## config.mk

```make
export PLATFORM = sky130hd
export DESIGN_NAME = alu_seq_chain_flat
export DESIGN_NICKNAME = d
export VERILOG_FILES = /design/src/rtl/alu_pkg.sv /design/src/rtl/alu_seq_chain_if.sv /design/src/rtl/alu_byte_slice.sv /design/src/rtl/alu_seq_chain.sv /design/src/flat_wrapper.sv
export SDC_FILE = /design/constraint.sdc
export NUM_CORES = 1
export LEC_CHECK = 0
export ABC_AREA = 1
export CAP_MARGIN = 10
export CORE_MARGIN = 10
export CORE_UTILIZATION = 35
export CTS_BUF_LIST = sky130_fd_sc_hd__clkbuf_4 sky130_fd_sc_hd__clkbuf_8
export DETAILED_ROUTE_END_ITERATION = 16
export PLACE_DENSITY = 0.68
export SLEW_MARGIN = 20
export SYNTH_ARGS = -nofsm -noshare
export SYNTH_HDL_FRONTEND = slang
export SYNTH_HIERARCHICAL = 1
export SYNTH_SLANG_ARGS = --single-unit
```

## constraint.sdc

```tcl
create_clock -name clk -period 8.85 [get_ports clk]
set_clock_uncertainty 0.1 [all_clocks]
set_input_delay 1.77 -clock clk [delete_from_list [all_inputs] [get_ports clk]]
set_output_delay 1.77 -clock clk [all_outputs]
set_load 0.05 [all_outputs]
```

## src/rtl/alu_pkg.sv

```systemverilog
// Shared ALU definitions: opcodes, sequencer states, default slice width.
package alu_pkg;

    localparam int ALU_WIDTH = 8;

    localparam logic [1:0] ALU_AND = 2'b00;
    localparam logic [1:0] ALU_OR  = 2'b01;
    localparam logic [1:0] ALU_XOR = 2'b10;
    localparam logic [1:0] ALU_ADD = 2'b11;

    typedef enum logic [1:0] {
        IDLE,
        RUN,
        DONE
    } alu_seq_state_t;

endpackage

```

## src/rtl/alu_seq_chain_if.sv

```systemverilog
// Operand/result handshake bundle for alu_seq_chain.
// zero/ovf exist only when ALU_SEQ_FLAGS_EN is defined.
interface alu_seq_chain_if
    import alu_pkg::*;
#(
    parameter int WIDTH  = ALU_WIDTH,
    parameter int NBYTES = 4
);
    localparam int W = WIDTH * NBYTES;

    logic         in_valid;
    logic         in_ready;
    logic [W-1:0] op_a;
    logic [W-1:0] op_b;
    logic         cin;
    logic [1:0]   control;
    logic         out_valid;
    logic         out_ready;
    logic [W-1:0] result;
    logic         cout;
    logic         busy;
`ifdef ALU_SEQ_FLAGS_EN
    logic         zero;
    logic         ovf;
`endif

    modport master (
        output in_valid, op_a, op_b, cin, control, out_ready,
        input  in_ready, out_valid, result, cout, busy
`ifdef ALU_SEQ_FLAGS_EN
        , input zero, ovf
`endif
    );

    modport slave (
        input  in_valid, op_a, op_b, cin, control, out_ready,
        output in_ready, out_valid, result, cout, busy
`ifdef ALU_SEQ_FLAGS_EN
        , output zero, ovf
`endif
    );

endinterface

```

## src/rtl/alu_byte_slice.sv

```systemverilog
// Combinational WIDTH-bit AND/OR/XOR/ADD-with-carry slice.
module alu_byte_slice
    import alu_pkg::*;
#(
    parameter int WIDTH = ALU_WIDTH
) (
    input  logic [WIDTH-1:0] a,
    input  logic [WIDTH-1:0] b,
    input  logic             cin,
    input  logic [1:0]       control,
    output logic [WIDTH-1:0] y,
    output logic             cout
);

    logic [WIDTH:0] sum;

    assign sum = {1'b0, a} + {1'b0, b} + {{WIDTH{1'b0}}, cin};

    always_comb begin
        y    = '0;
        cout = 1'b0;
        unique case (1'b1)
            (control == ALU_AND): y = a & b;
            (control == ALU_OR):  y = a | b;
            (control == ALU_XOR): y = a ^ b;
            (control == ALU_ADD): begin
                y    = sum[WIDTH-1:0];
                cout = sum[WIDTH];
            end
            default: ;
        endcase
    end

endmodule

```

## src/rtl/alu_seq_chain.sv

```systemverilog
// Wide-operand sequencer feeding one ALU slice, LSB slice first.
// Optional zero/ovf flags with ALU_SEQ_FLAGS_EN.
module alu_seq_chain
    import alu_pkg::*;
#(
    parameter int WIDTH  = ALU_WIDTH,
    parameter int NBYTES = 4
) (
    input  logic          clk,
    input  logic          rst_n,
    alu_seq_chain_if.slave bus
);

    localparam int W  = WIDTH * NBYTES;
    localparam int IW = (NBYTES > 1) ? $clog2(NBYTES) : 1;
    localparam logic [IW-1:0] LAST = IW'(NBYTES - 1);

    alu_seq_state_t state;
    logic           live_q;
    logic [W-1:0]   a_q;
    logic [W-1:0]   b_q;
    logic [1:0]     ctl_q;
    logic           carry_q;
    logic [IW-1:0]  idx;
    logic [W-1:0]   res_q;
    logic           cout_q;
    logic [W-1:0]   res_nxt;

    logic [WIDTH-1:0] s_a;
    logic [WIDTH-1:0] s_b;
    logic [WIDTH-1:0] s_y;
    logic             s_cout;
    logic             accept;

    assign s_a = a_q[idx*WIDTH +: WIDTH];
    assign s_b = b_q[idx*WIDTH +: WIDTH];

    alu_byte_slice #(.WIDTH(WIDTH)) u_slice (
        .a       (s_a),
        .b       (s_b),
        .cin     (carry_q),
        .control (ctl_q),
        .y       (s_y),
        .cout    (s_cout)
    );

    always_comb begin
        res_nxt = res_q;
        res_nxt[idx*WIDTH +: WIDTH] = s_y;
    end

    // live_q keeps in_ready low until the first edge after reset release
    assign bus.in_ready  = live_q && (state == IDLE);
    assign bus.out_valid = (state == DONE);
    assign bus.busy      = (state != IDLE);
    assign bus.result    = res_q;
    assign bus.cout      = cout_q;
    assign accept        = bus.in_valid && bus.in_ready;

`ifdef ALU_SEQ_FLAGS_EN
    logic zero_q;
    logic ovf_q;
    logic c_msb;

    // carry into the MSB recovered from the top slice's sum bit
    assign c_msb    = s_a[WIDTH-1] ^ s_b[WIDTH-1] ^ s_y[WIDTH-1];
    assign bus.zero = zero_q;
    assign bus.ovf  = ovf_q;

    always_ff @(posedge clk or negedge rst_n) begin
        if (!rst_n) begin
            zero_q <= 1'b0;
            ovf_q  <= 1'b0;
        end else if (state == IDLE && accept) begin
            zero_q <= 1'b0;
            ovf_q  <= 1'b0;
        end else if (state == RUN && idx == LAST) begin
            zero_q <= (res_nxt == '0);
            ovf_q  <= (ctl_q == ALU_ADD) && (c_msb ^ s_cout);
        end
    end
`endif

    always_ff @(posedge clk or negedge rst_n) begin
        if (!rst_n) begin
            state   <= IDLE;
            live_q  <= 1'b0;
            a_q     <= '0;
            b_q     <= '0;
            ctl_q   <= ALU_AND;
            carry_q <= 1'b0;
            idx     <= '0;
            res_q   <= '0;
            cout_q  <= 1'b0;
        end else begin
            live_q <= 1'b1;
            unique case (state)
                IDLE: begin
                    if (accept) begin
                        a_q     <= bus.op_a;
                        b_q     <= bus.op_b;
                        ctl_q   <= bus.control;
                        carry_q <= bus.cin;
                        idx     <= '0;
                        res_q   <= '0;
                        cout_q  <= 1'b0;
                        state   <= RUN;
                    end
                end
                RUN: begin
                    res_q   <= res_nxt;
                    carry_q <= s_cout;
                    if (idx == LAST) begin
                        cout_q <= s_cout;
                        idx    <= '0;
                        state  <= DONE;
                    end else begin
                        idx <= idx + 1'b1;
                    end
                end
                DONE: begin
                    if (bus.out_ready) begin
                        state <= IDLE;
                    end
                end
                default: state <= IDLE;
            endcase
        end
    end

endmodule

```

## src/flat_wrapper.sv

```systemverilog
// flat-port wrapper written by rule: the top's interface ports become plain ports
module alu_seq_chain_flat import alu_pkg::*;
#(
    parameter int WIDTH  = ALU_WIDTH,
    parameter int NBYTES = 4
)
  (clk, rst_n, bus_in_valid, bus_op_a, bus_op_b, bus_cin, bus_control, bus_out_ready, bus_in_ready, bus_out_valid, bus_result, bus_cout, bus_busy);
  alu_seq_chain_if #(.WIDTH(WIDTH), .NBYTES(NBYTES)) bus_i ();
  input  logic clk;
  input  logic rst_n;
  input wire logic [$bits(bus_i.in_valid)-1:0] bus_in_valid;
  input wire logic [$bits(bus_i.op_a)-1:0] bus_op_a;
  input wire logic [$bits(bus_i.op_b)-1:0] bus_op_b;
  input wire logic [$bits(bus_i.cin)-1:0] bus_cin;
  input wire logic [$bits(bus_i.control)-1:0] bus_control;
  input wire logic [$bits(bus_i.out_ready)-1:0] bus_out_ready;
  output wire logic [$bits(bus_i.in_ready)-1:0] bus_in_ready;
  output wire logic [$bits(bus_i.out_valid)-1:0] bus_out_valid;
  output wire logic [$bits(bus_i.result)-1:0] bus_result;
  output wire logic [$bits(bus_i.cout)-1:0] bus_cout;
  output wire logic [$bits(bus_i.busy)-1:0] bus_busy;
  assign bus_i.in_valid = bus_in_valid;
  assign bus_i.op_a = bus_op_a;
  assign bus_i.op_b = bus_op_b;
  assign bus_i.cin = bus_cin;
  assign bus_i.control = bus_control;
  assign bus_i.out_ready = bus_out_ready;
  assign bus_in_ready = bus_i.in_ready;
  assign bus_out_valid = bus_i.out_valid;
  assign bus_result = bus_i.result;
  assign bus_cout = bus_i.cout;
  assign bus_busy = bus_i.busy;
  alu_seq_chain #(.WIDTH(WIDTH), .NBYTES(NBYTES)) u_core (.clk(clk), .rst_n(rst_n), .bus(bus_i));
endmodule
```

==> results.txt <==
* Post-layout net count: 917
* Core ar.: 0.01594 mm^2
- CTS Root Cell: sky130_fd_sc_hd__clkbuf_8
* Number of remaining DRC errors: 0
- In this design, the stage delay of the slowest critical-path cell is 0.81 ns.
- After clock tree synthesis, the repair step resized 0 gates.
* Worst path slowest cell: sky130_fd_sc_hd__clkdlybuf4s50_1
- Clock-pin slew was measured on the worst setup and hold paths at approximately 0.090 ns.
- Clock H-tree levels: 3
* Antenna violations before repair: 0
- After clock tree synthesis, the setup repair step added 0 buffers.
* Power after layout: 2.645 mW
* Critical Path Fanout Max: 8
* Chip width: around 150 um
- The die covers 0.02182 mm^2.
* Max Root-Sink Buffers: 2
* Total overflow reported by the global router: 0
- In this run the tool buffered the top-level ports with 106 buffer cells.
- Clock network fraction of total power: 11.3%
- The first routing iteration left 414 violations.
- Post-Syn Area per Cell: 7.768 um^2
- In the layout the commonest cells are 174 x sky130_fd_sc_hd__nand2_1, 115 x sky130_fd_sc_hd__inv_1, 105 x sky130_fd_sc_hd__clkdlybuf4s50_1, 105 x sky130_fd_sc_hd__dfrtp_1, 66 x sky130_fd_sc_hd__nor2_1.
- The finished cells cover ~0.007 mm^2.
* Number of instances in the synthesized netlist: 735
* Setup repair after global routing missed its margin: false
- Based on the critical path, the design can be clocked at up to approximately 260 MHz.
- By startpoint and endpoint, the worst setup path is classified as reg -> out.
- Of the total power, the share spent switching nets is 49.43%.
- At the end of routability-driven placement, the weighted congestion stood at 0.8295.
- The clock drives 105 sinks.
* Peak ir drop on the vdd network: 0.1596 mV
- In the final routed layout, each cell accounts on average for 13.40 um.
* Initial standard-cell utilization of the core: 35.81%
- Data on the critical path is required at its endpoint by between 6 and 7 ns.
- The analysis attributes to net switching a power of approximately 1.3 mW.
- Relative contribution of sequential cells to total power: a little under a third
- Number of buffers inserted during clock tree synthesis: 9
- Global-route wire length before repair: about 23 mm
- The internal power of the cells totals 1.337 mW.
* Area after DPL: roughly 0.007 mm^2
- Synth Net Count: 830
* Top Family by Delay on Critical Path: buffers and inverters
- The number of hold buffers added after CTS was 0.
- Layout cell share with drive strength beyond 1: 4.837%
- Mapped Area: 0.005709 mm^2
- Growth of design area from synthesis to finish: 23.21%
- Portion of total power attributed to combinational logic: between 50% and 60%
- For the finished layout, the period the worst path requires is ~3.9 ns.
- Y dimension of the die: ~150 um
* Setup slack, reg-to-reg: 5.13 ns
* Count of vias placed by the detailed router: 4810
- Startpoint Class: register
* Number of placed I/O pins: 107
- Detailed-placement wirelength estimate: 10.54 mm
* Pre-CTS setup slack: 4.761 ns
- CP bufs+invs: 2
- sky130_fd_sc_hd__dfrtp_1 takes more of the synthesized area than any other cell.
- Vias per std cell: between 4 and 5
- The synthesized netlist contains 31 unique library cells.
* Most common library cell in the layout ignoring fill and taps: sky130_fd_sc_hd__nand2_1
- The count of nets left with antenna violations once routing finished came out at 0.
* Final number of max-transition violations: 0
- Seq/Total Area, Yosys: 46.02%
- The count of endpoints failing hold in the final timing report was 0.
* Worst slew margin relative to its limit: 40.16%
- The critical path goes through nor2_4, inv_1, nor2_1, clkdlybuf4s50_1.
- Summed over all layers, the routed wires come to 13.98 mm.
- The worst setup path is captured at an output pin.
- Yosys printed 6 warnings.
* Fraction of the cycle the final worst path needs: between 40% and 50%
- Areal power density over the cells: 376.0 mW/mm^2
- Ant. Diodes: 0
- Max-cap violations in this run came to 0.
- Clock latency of the later-clocked register in the worst-skew pair: 0.38 ns
- The min-delay analysis places its worst path in the category reg -> reg.
- Total global routing track utilization: roughly an eighth
- Setup slack on the critical path of the routed design comes to 4.975 ns.
* WHS: 0.3897 ns
* Slew at the pin closest to its max-slew limit: 0.8976 ns
* Total Neg Setup Slack: 0 ns
- Summed over all cells, the static leakage comes to roughly 3.6 nW.
- Detailed-routing iteration count for the pre-antenna-repair pass: 6
* Number of endpoints failing setup at the final stage: 0
- The number of global-route vias before repair is 4635.
- Worst path arrival time: 2.01 ns
- Result of the run: completed
- By area the synthesized netlist is led by sky130_fd_sc_hd__dfrtp_1 46%, sky130_fd_sc_hd__nand2_1 11%, sky130_fd_sc_hd__inv_1 7.6%, sky130_fd_sc_hd__o21ai_0 5.1%, sky130_fd_sc_hd__ha_1 4.8%.
- Fraction of post-synthesis cell area in the top cell type by area: a little under half
- In this run the core area contains 46 standard-cell rows.
- Entering global routing, the biggest net connects approximately 130 pins.
* Clock tree from TritonCTS: done
* FF+latch count, synth: 105
stage by stage:
stage / cells / utilization, %
floorplan: 735 / -
detailed placement: 1027 / 42.83
global placement: 1027 / 42.83
global route: 1043 / 44.12
finish: 1043 / 44.12
CTS: 1043 / 44.10
kinds of logic after synthesis:
logic type | count (synthesis) | synth area share [%]
adders and majority gates | 24 | 5.523
buffers and inverters | 151 | 11.88
AOI/OAI and AO/OA | 133 | 12.51
DFF | 105 | 46.02
and+or+nand+nor | 321 | 24.00
other | 1 | 0.06568
routing by layer:
metal  track usage, %  vias to the layer above  part of all wire [%]
met5                0                        -                     0
met4            3.171                        0                  0.99
met3            4.884                       10                   6.6
met2            19.93                      119                    44
met1            16.74                     2184                    48
li1                 -                     2497                     -
flip-flops by register name, indices dropped and copies added, names as in the netlist:
name               count
u_core/a_q            32
u_core/b_q            32
u_core/bus.cout        1
u_core/bus.result     32
u_core/carry_q         1
u_core/ctl_q           2
u_core/idx             2
u_core/live_q          1
u_core/state           2
cell type report:
class | count | area, um^2
clock buffers | 15 | 193.9
well taps | 216 | 270.3
flip-flops and latches | 105 | 2628
clock inverters | 1 | 7.507
repair buffers | 110 | 1092
fillers | 1643 | 8909
multi-input cells | 479 | 2404
inverters | 117 | 439.2
worst min-delay path: cells and delay by family, from the launching register on:
family / cells / cell delay, ns
flip-flops: 1 / 0.35
AO/OA/AOI/OAI: 1 / 0.06
AND/OR/NAND/NOR: 1 / 0.05
cell usage after synthesis:
cell type and count:
sky130_fd_sc_hd__a211o_1 1, sky130_fd_sc_hd__a21oi_1 4, sky130_fd_sc_hd__buf_1 1, sky130_fd_sc_hd__buf_2 5, sky130_fd_sc_hd__buf_4 2, sky130_fd_sc_hd__buf_6 13
sky130_fd_sc_hd__clkbuf_1 13, sky130_fd_sc_hd__conb_1 1, sky130_fd_sc_hd__dfrtp_1 105, sky130_fd_sc_hd__fa_1 2, sky130_fd_sc_hd__ha_1 22, sky130_fd_sc_hd__inv_1 115
sky130_fd_sc_hd__inv_2 2, sky130_fd_sc_hd__nand2_1 174, sky130_fd_sc_hd__nand2_4 1, sky130_fd_sc_hd__nand3_1 53, sky130_fd_sc_hd__nand3_2 2, sky130_fd_sc_hd__nand3_4 1
sky130_fd_sc_hd__nand4_1 9, sky130_fd_sc_hd__nor2_1 66, sky130_fd_sc_hd__nor2_2 3, sky130_fd_sc_hd__nor2_4 3, sky130_fd_sc_hd__nor3_1 8, sky130_fd_sc_hd__o2111ai_1 2
sky130_fd_sc_hd__o21ai_0 58, sky130_fd_sc_hd__o21ai_1 54, sky130_fd_sc_hd__o21ai_2 6, sky130_fd_sc_hd__o21bai_1 3, sky130_fd_sc_hd__o22ai_1 4, sky130_fd_sc_hd__o31ai_1 1
sky130_fd_sc_hd__or2_2 1
worst paths after layout:
path | start | depth (start not counted) | endpoint
max | u_core/state[0] | 4 | bus_in_ready
min | u_core/b_q[9] | 2 | u_core/b_q[9]
max reg2reg | u_core/idx[1] | 14 | u_core/bus.result[28]
min reg2reg | u_core/b_q[9] | 2 | u_core/b_q[9]
max in group asynchronous | rst_n | 2 | u_core/b_q[31]
min in group asynchronous | rst_n | 1 | u_core/ctl_q[1]
power by group through the flow:
stage | clock (mW) | sequential, mW | combinational (mW)
floorplan | 0 | 0.932 | 1.02
global placement | 0 | 0.812 | 1.52
detailed placement | 0 | 0.814 | 1.55
CTS | 0.310 | 0.806 | 1.55
global route | 0.323 | 0.833 | 1.75
finish | 0.298 | 0.804 | 1.54
Power figures use the tool's default switching activity.
